[config.mk]
export PLATFORM = sky130hd
export DESIGN_NAME = tc_timer_flat
export DESIGN_NICKNAME = d
export VERILOG_FILES = /design/src/rtl/tc_timer_pkg.sv /design/src/rtl/tc_timer_if.sv /design/src/rtl/tc_timer.sv /design/src/flat_wrapper.sv
export SDC_FILE = /design/constraint.sdc
export NUM_CORES = 1
export LEC_CHECK = 0
export ABC_AREA = 1
export CAP_MARGIN = 20
export CORE_AREA = 2 2 60 62
export DETAILED_ROUTE_END_ITERATION = 8
export DIE_AREA = 0 0 62 64
export SYNTH_ARGS = -nofsm -noshare
export SYNTH_HDL_FRONTEND = slang
export SYNTH_SLANG_ARGS = --single-unit
[constraint.sdc]
create_clock -name clk_in -period 1.99 [get_ports clk_in]
set_input_delay 0.398 -clock clk_in [delete_from_list [all_inputs] [get_ports clk_in]]
set_output_delay 0.398 -clock clk_in [all_outputs]
set_load 0.02 [all_outputs]
[src/rtl/tc_timer_pkg.sv]
`default_nettype none
// +----------------------------------------------------------------+
// | tc_timer_pkg : shared state and mode encodings for tc_timer    |
// | Revision     : 1.0                                             |
// +----------------------------------------------------------------+
package tc_timer_pkg;

  typedef enum logic [0:0] {
    TC_IDLE = 1'b0,
    TC_RUN  = 1'b1
  } tc_state_e;

  localparam logic TC_ONESHOT  = 1'b0;
  localparam logic TC_PERIODIC = 1'b1;

endpackage
`default_nettype wire

[src/rtl/tc_timer_if.sv]
`default_nettype none
// +----------------------------------------------------------------+
// | tc_timer_if : control/status bundle between host and tc_timer  |
// | Revision    : 1.0                                              |
// +----------------------------------------------------------------+
interface tc_timer_if #(
  parameter int WIDTH = 8
);
  logic             tick_in;
  logic             start_in;
  logic             stop_in;
  logic             mode_in;
  logic [WIDTH-1:0] load_in;
  logic             ack_in;
  logic             busy_out;
  logic             expire_out;
  logic             irq_out;
  logic             ovf_out;
  logic [WIDTH-1:0] count_out;

  modport master (
    output tick_in, start_in, stop_in, mode_in, load_in, ack_in,
    input  busy_out, expire_out, irq_out, ovf_out, count_out
  );

  modport slave (
    input  tick_in, start_in, stop_in, mode_in, load_in, ack_in,
    output busy_out, expire_out, irq_out, ovf_out, count_out
  );
endinterface
`default_nettype wire

[src/rtl/tc_timer.sv]
`default_nettype none
// +----------------------------------------------------------------+
// | tc_timer : programmable one-shot/periodic down-counting timer  |
// | Revision : 1.0                                                 |
// +----------------------------------------------------------------+
module tc_timer
  import tc_timer_pkg::*;
#(
  parameter int WIDTH = 8
) (
  input  logic       clk_in,
  input  logic       rst_in,
  tc_timer_if.slave  bus
);

  localparam logic [WIDTH-1:0] c_one = WIDTH'(1);

  tc_state_e        r_state;
  logic [WIDTH-1:0] r_count;
  logic [WIDTH-1:0] r_period;
  logic             r_mode;
  logic             r_expire;
  logic             r_irq;
  logic             r_ovf;

  logic             w_start_ok;
  logic             w_expiry;

  assign w_start_ok = bus.start_in && (bus.load_in != '0);
  // Final tick only counts when neither stop nor a valid restart outranks it
  assign w_expiry   = (r_state == TC_RUN) && !bus.stop_in && !w_start_ok &&
                      bus.tick_in && (r_count == c_one);

  always_ff @(posedge clk_in or posedge rst_in) begin
    if (rst_in) begin
      r_state  <= TC_IDLE;
      r_count  <= '0;
      r_period <= '0;
      r_mode   <= TC_ONESHOT;
      r_expire <= 1'b0;
      r_irq    <= 1'b0;
      r_ovf    <= 1'b0;
    end else begin
      r_expire <= w_expiry;
      case (r_state)
        TC_IDLE: begin
          if (w_start_ok) begin
            r_count  <= bus.load_in;
            r_period <= bus.load_in;
            r_mode   <= bus.mode_in;
            r_ovf    <= 1'b0;
            r_state  <= TC_RUN;
          end
        end
        TC_RUN: begin
          if (bus.stop_in) begin
            r_state <= TC_IDLE;
          end else if (w_start_ok) begin
            r_count  <= bus.load_in;
            r_period <= bus.load_in;
            r_mode   <= bus.mode_in;
          end else if (bus.tick_in) begin
            if (r_count > c_one) begin
              r_count <= r_count - c_one;
            end else if (r_count == c_one) begin
              if (r_mode == TC_PERIODIC) begin
                r_count <= r_period;
              end else begin
                r_count <= '0;
                r_state <= TC_IDLE;
              end
            end
          end
        end
        default: r_state <= TC_IDLE;
      endcase
      // A fresh expiry beats a coincident acknowledge
      if (w_expiry) begin
        r_irq <= 1'b1;
        if (r_irq && !bus.ack_in) r_ovf <= 1'b1;
      end else if (bus.ack_in) begin
        r_irq <= 1'b0;
      end
    end
  end

  assign bus.busy_out   = (r_state == TC_RUN);
  assign bus.expire_out = r_expire;
  assign bus.irq_out    = r_irq;
  assign bus.ovf_out    = r_ovf;
  assign bus.count_out  = r_count;

endmodule
`default_nettype wire

[src/flat_wrapper.sv]
// flat-port wrapper written by rule: the top's interface ports become plain ports
module tc_timer_flat import tc_timer_pkg::*;
#(
  parameter int WIDTH = 8
)
  (clk_in, rst_in, bus_tick_in, bus_start_in, bus_stop_in, bus_mode_in, bus_load_in, bus_ack_in, bus_busy_out, bus_expire_out, bus_irq_out, bus_ovf_out, bus_count_out);
  tc_timer_if #(.WIDTH(WIDTH)) bus_i ();
  input  logic clk_in;
  input  logic rst_in;
  input wire logic [$bits(bus_i.tick_in)-1:0] bus_tick_in;
  input wire logic [$bits(bus_i.start_in)-1:0] bus_start_in;
  input wire logic [$bits(bus_i.stop_in)-1:0] bus_stop_in;
  input wire logic [$bits(bus_i.mode_in)-1:0] bus_mode_in;
  input wire logic [$bits(bus_i.load_in)-1:0] bus_load_in;
  input wire logic [$bits(bus_i.ack_in)-1:0] bus_ack_in;
  output wire logic [$bits(bus_i.busy_out)-1:0] bus_busy_out;
  output wire logic [$bits(bus_i.expire_out)-1:0] bus_expire_out;
  output wire logic [$bits(bus_i.irq_out)-1:0] bus_irq_out;
  output wire logic [$bits(bus_i.ovf_out)-1:0] bus_ovf_out;
  output wire logic [$bits(bus_i.count_out)-1:0] bus_count_out;
  assign bus_i.tick_in = bus_tick_in;
  assign bus_i.start_in = bus_start_in;
  assign bus_i.stop_in = bus_stop_in;
  assign bus_i.mode_in = bus_mode_in;
  assign bus_i.load_in = bus_load_in;
  assign bus_i.ack_in = bus_ack_in;
  assign bus_busy_out = bus_i.busy_out;
  assign bus_expire_out = bus_i.expire_out;
  assign bus_irq_out = bus_i.irq_out;
  assign bus_ovf_out = bus_i.ovf_out;
  assign bus_count_out = bus_i.count_out;
  tc_timer #(.WIDTH(WIDTH)) u_core (.clk_in(clk_in), .rst_in(rst_in), .bus(bus_i));
endmodule
==> results of run 1 <==
## registers in the layout (all words and copies together) (netlist names)
name                   flops
u_core.bus.busy_out        1
u_core.bus.count_out       8
u_core.bus.expire_out      1
u_core.bus.irq_out         1
u_core.bus.ovf_out         1
u_core.r_mode              1
u_core.r_period            8
## cells by family after synthesis
group           count (synthesis)  share of synthesized area
fa+ha+maj                       2                     0.0193
simple gates                   96                      0.329
xor+xnor                        3                     0.0202
compound gates                 32                      0.129
buf+inv                        32                     0.0983
flops                          21                      0.405
## worst paths after layout
check	endpoint	slack, ps	cells past startpoint
setup / recovery	bus_count_out[2]	140	1
hold / removal	u_core.r_period[6]	410	3
setup reg to reg	u_core.bus.count_out[4]	270	9
hold reg to reg	u_core.bus.ovf_out	530	2
max in group asynchronous	u_core.bus.count_out[0]	1360	3
min in group clk_in	u_core.bus.ovf_out	530	2
## placed cells by master, fill, tap and decap left out, drive strengths merged
cell type,instances
a21oi,9
buf,6
clkbuf,3
clkdlybuf4s50,26
clkinv,1
dfrtp,21
ha,2
inv,30
nand2,49
nand3,13
nand3b,1
nand4,3
nor2,27
nor3,1
nor4,1
o21ai,23
or2,1
xnor2,1
xor2,2
## tightest hold or removal path, delay by kind of cell
kind	cells	cell delay, ps
buffers and inverters	3	710
## metrics by stage
step           hold slack (ps)  instance area [sq um]  total power (W)  std cells  TNS [ps]
2_1_floorplan              375                   1300          0.00103        186         0
3_3_place_gp               498                   1650          0.00126        262     -3.09
3_5_place_dp               502                   1650          0.00128        262     -6.34
4_1_cts                    422                   1670          0.00149        266         0
5_1_grt                    436                   1670          0.00160        266         0
6_report                   413                   1670          0.00148        266         0
## final cells by class
cell class,instances,area [sq um]
clock inverter,1,5.00
inverter,30,113
clock buffer,3,22.5
sequential,21,526
multi-input combinational,133,646
timing repair buffer,32,305
tap,46,57.6
fill,345,1610
## layer usage
metal,track usage,vias to the layer above,routed length [um]
met3,0.0182,4,127
met4,0.0479,0,32
met1,0.256,533,1510
li1,-,657,-
met2,0.262,28,1370
met5,0,-,0
## report_power, final
group	switching, W	internal, W	leakage, nW
clock	0.000132	0.0000751	0.0177
sequential	0.000105	0.000516	0.253
combinational	0.000375	0.000276	0.554
==> impl_metrics.toml, run 1 <==
[logic_synthesis]
syn_inst = 186
yosys.area.top_type = "dfrtp_1"
ys_top_cells_by_area = "dfrtp_1, nand2_1, o21ai_0"
synth_edf_count = 0
yosysSeqAreaShare = 0.405
mappedNetlistArea_sq_um = 1300
synth_most_common_cell = "nand2_1"
syn_nets = 203
postSynthAreaPerCell_sq_um = 6.98
ys.flop_type = "dfrtp_1"
netlist_top_cells_count = "nand2_1, inv_1, nor2_1"
synth_warnings = 0
synth_cell_type_count = 24
async_flop_share = 1.00
synth_top_area_frac = 0.405
ys_seq_elements = 21

[route]
post-route-drc-count = 0
routedWlPerCell_um = 11.4
ant_nets = 0
vias_per_cell = 4.59
drt_first_pass_iters = 4
drt_iter0_drc = 70
routed_wl_mm = 3.04
vias = 1222

[final_layout]
drive_above_1_share = 0.0955
final_core_utilization = 0.510
nets = 238
n_antenna_cell = 0
area_growth_pct = 28.9

[worst_setup_path]
critical_path_class = "flop to primary output"
worst-path-max-fanout = 5
reg2reg_from = "u_core.bus.count_out[0]"
required_ps = 1590
startpoint = "u_core.bus.count_out[2]"
crit_buf_inv = 1
path_delay_family = "buffers and inverters"
crit_path_start_kind = "flop"
path_cells = "clkdlybuf4s50_1"
cp_data_arrival_time_ps = 1450
crit_slowest_cell = "clkdlybuf4s50_1"
cpPeakStageDelay_ps = 650
crit_path_end_kind = "primary output"

[job]
maxCapViolCount = 0

[timing]
relSlewSlack = 0.785
tightest_slew_ps = 321
fin_skew_ps = 3.34
fin_ws_ps = 140
setup-violations-final = 0
maxSlewViolCount = 0
clock.fmax_mhz = 541
fin_crit_sh = 0.929
finalCriticalPeriod_ps = 1850
finalHoldViolCount = 0
rsz0062_at_grt = "no"

[floorplanning]
pin_count = 27
die_w_um = 62
coreArea_sq_um = 3280
dieArea_sq_um = 3970
rows = 21
dieHeight_um = 64
initial_core_util = 0.395

[cts]
cts_setup_buffers = 0
htreeDepth = 1
numCtsBuffers = 3
clkTransAtPathRegs_ps = 120
postCtsHoldBufs = 0
cts_tree = "yes"
clockRootBuffer = "clkbuf_4"
cts_resized = 0
cts_sinks = 21
cts_buffer_depth = 2
worstSkewPairLatency_ps = 310

[place]
place_hpwl_mm = 2.42
port_buffers = 26
place.gp.congestion = 0.805
place_ws_ps = -6.02

[global_routing]
grt_max_degree = 22
grt_pass1_wl_mm = 5.24
grt_overflow = 0
antenna_found_initial = 0
grt.total_usage = 0.173
grt_pass1_vias = 1168

[pwr]
leakagePower_nw = 0.825
power_density_nw_per_um2 = 883
ir_drop_mv = 0.416

[status]
status = "finished clean"

[min_path]
hold_class = "input port to asynchronous set/reset pin"
(Power assumes the default switching activity.)
==> inputs of run 2 (changes only) <==
CTS_BUF_LIST = sky130_fd_sc_hd__clkbuf_16   (was not set)
SKIP_LAST_GASP = 1   (was not set)
==> impl_metrics.toml, run 2 (synthesized netlist as in run 1, its figures left out) <==
[floorplanning]
dieArea_sq_um = 3970
pin_count = 27
initial_core_util = 0.395
die_w_um = 62
rows = 21
dieHeight_um = 64
coreArea_sq_um = 3280

[timing]
setup-violations-final = 0
whs_ps = 484
fin_crit_sh = 0.890
clock.fmax_mhz = 564
finalHoldViolCount = 0
rsz0062_at_grt = "no"
relSlewSlack = 0.787
tightest_slew_ps = 319
finalCriticalPeriod_ps = 1770
fin_skew_ps = 4.47
maxSlewViolCount = 0
fin_tns_setup_ps = 0

[worst_setup_path]
worst-path-max-fanout = 5
critical_path_class = "flop to primary output"
required_ps = 1590
crit_buf_inv = 1
cp_data_arrival_time_ps = 1370
path_delay_family = "buffers and inverters"
path_cells = "clkdlybuf4s50_1"
cpPeakStageDelay_ps = 650
crit_path_end_kind = "primary output"
crit_slowest_cell = "clkdlybuf4s50_1"
crit_path_start_kind = "flop"

[status]
status = "finished clean"

[route]
ant_nets = 0
post-route-drc-count = 0
routedWlPerCell_um = 11.6
drt_iter0_drc = 76
drt_first_pass_iters = 4
vias = 1213
routed_wl_mm = 3.07
vias_per_cell = 4.56

[cts]
postCtsHoldBufs = 0
cts_sinks = 21
clockRootBuffer = "clkbuf_16"
cts_tree = "yes"
clkTransAtPathRegs_ps = 60
cts_setup_buffers = 0
cts_resized = 0
cts_buffer_depth = 2
worstSkewPairLatency_ps = 250
htreeDepth = 1
numCtsBuffers = 3

[final_layout]
fillers = 336
drive_above_1_share = 0.0955
regArea_sq_um = 526
final_area_sq_um = 1730
area_growth_pct = 32.9
nets = 238
multi_input_area_sq_um = 646
layout_common_cells = "nand2_1, inv_1, clkdlybuf4s50_1"
n_antenna_cell = 0
layout_commonest_cell = "nand2_1"

[place]
placed_area_sq_um = 1650
place.gp.congestion = 0.805
port_buffers = 26
place_hpwl_mm = 2.42

[job]
maxCapViolCount = 0

[global_routing]
grt_max_degree = 22
grt_pass1_vias = 1167
grt.total_usage = 0.174
grt_overflow = 0
antenna_found_initial = 0
grt_pass1_wl_mm = 5.26

[pwr]
power_density_nw_per_um2 = 982
leakagePower_nw = 0.849
ir_drop_mv = 0.501

[min_path]
hold_class = "input port to asynchronous set/reset pin"
-- run 2: power breakdown --
group	internal, W	switching, W
clock	0.000270	0.000151
sequential	0.000518	0.000105
combinational	0.000276	0.000375
-- run 2: layer usage --
| metal | vias to the layer above | wire, um | part of all wire | track usage |
|---|---|---|---|---|
| met5 | - | 0 | 0 | 0 |
| met4 | 0 | 25 | 0.0081 | 0.0559 |
| met3 | 2 | 90 | 0.029 | 0.0182 |
| met2 | 18 | 1410 | 0.46 | 0.263 |
| met1 | 540 | 1550 | 0.50 | 0.256 |
| li1 | 653 | - | - | - |
-- run 2: layout make-up --
cell class | instances | area share
Clock buffer | 3 | 0.0435
Clock inverter | 1 | 0.00290
Inverter | 30 | 0.0652
Multi-Input combinational cell | 133 | 0.374
Sequential cell | 21 | 0.304
Tap cell | 46 | 0.0333
Timing Repair Buffer | 32 | 0.177
-- run 2: worst paths after layout --
path / start / to / slack (ps) / cells after the start
worst min-delay path: rst_in / u_core.r_period[6] / 480 / 3
worst min register to register: u_core.bus.ovf_out / u_core.bus.ovf_out / 520 / 2
worst max register to register: u_core.bus.count_out[0] / u_core.bus.count_out[4] / 290 / 9
worst max-delay path: u_core.bus.count_out[2] / bus_count_out[2] / 220 / 1
max in group asynchronous: rst_in / u_core.bus.count_out[0] / 1290 / 3
min in group clk_in: u_core.bus.ovf_out / u_core.bus.ovf_out / 520 / 2
-- run 2: stage by stage --
stage | util | worst slack (ps) | cells | power, W
finish | 0.526 | 218 | 266 | 0.00169
global placement | 0.501 | -3.09 | 262 | 0.00126
detailed placement | 0.501 | -6.02 | 262 | 0.00128
CTS | 0.526 | 212 | 266 | 0.00171
floorplan | - | 348 | 186 | 0.00103
global route | 0.526 | 98.9 | 266 | 0.00182
==> inputs of run 3 (changes only) <==
CAP_MARGIN = 5   (was 20)
==> results of run 3 <==
No change in the layout: final DEF, timing and power equal those of run 2.
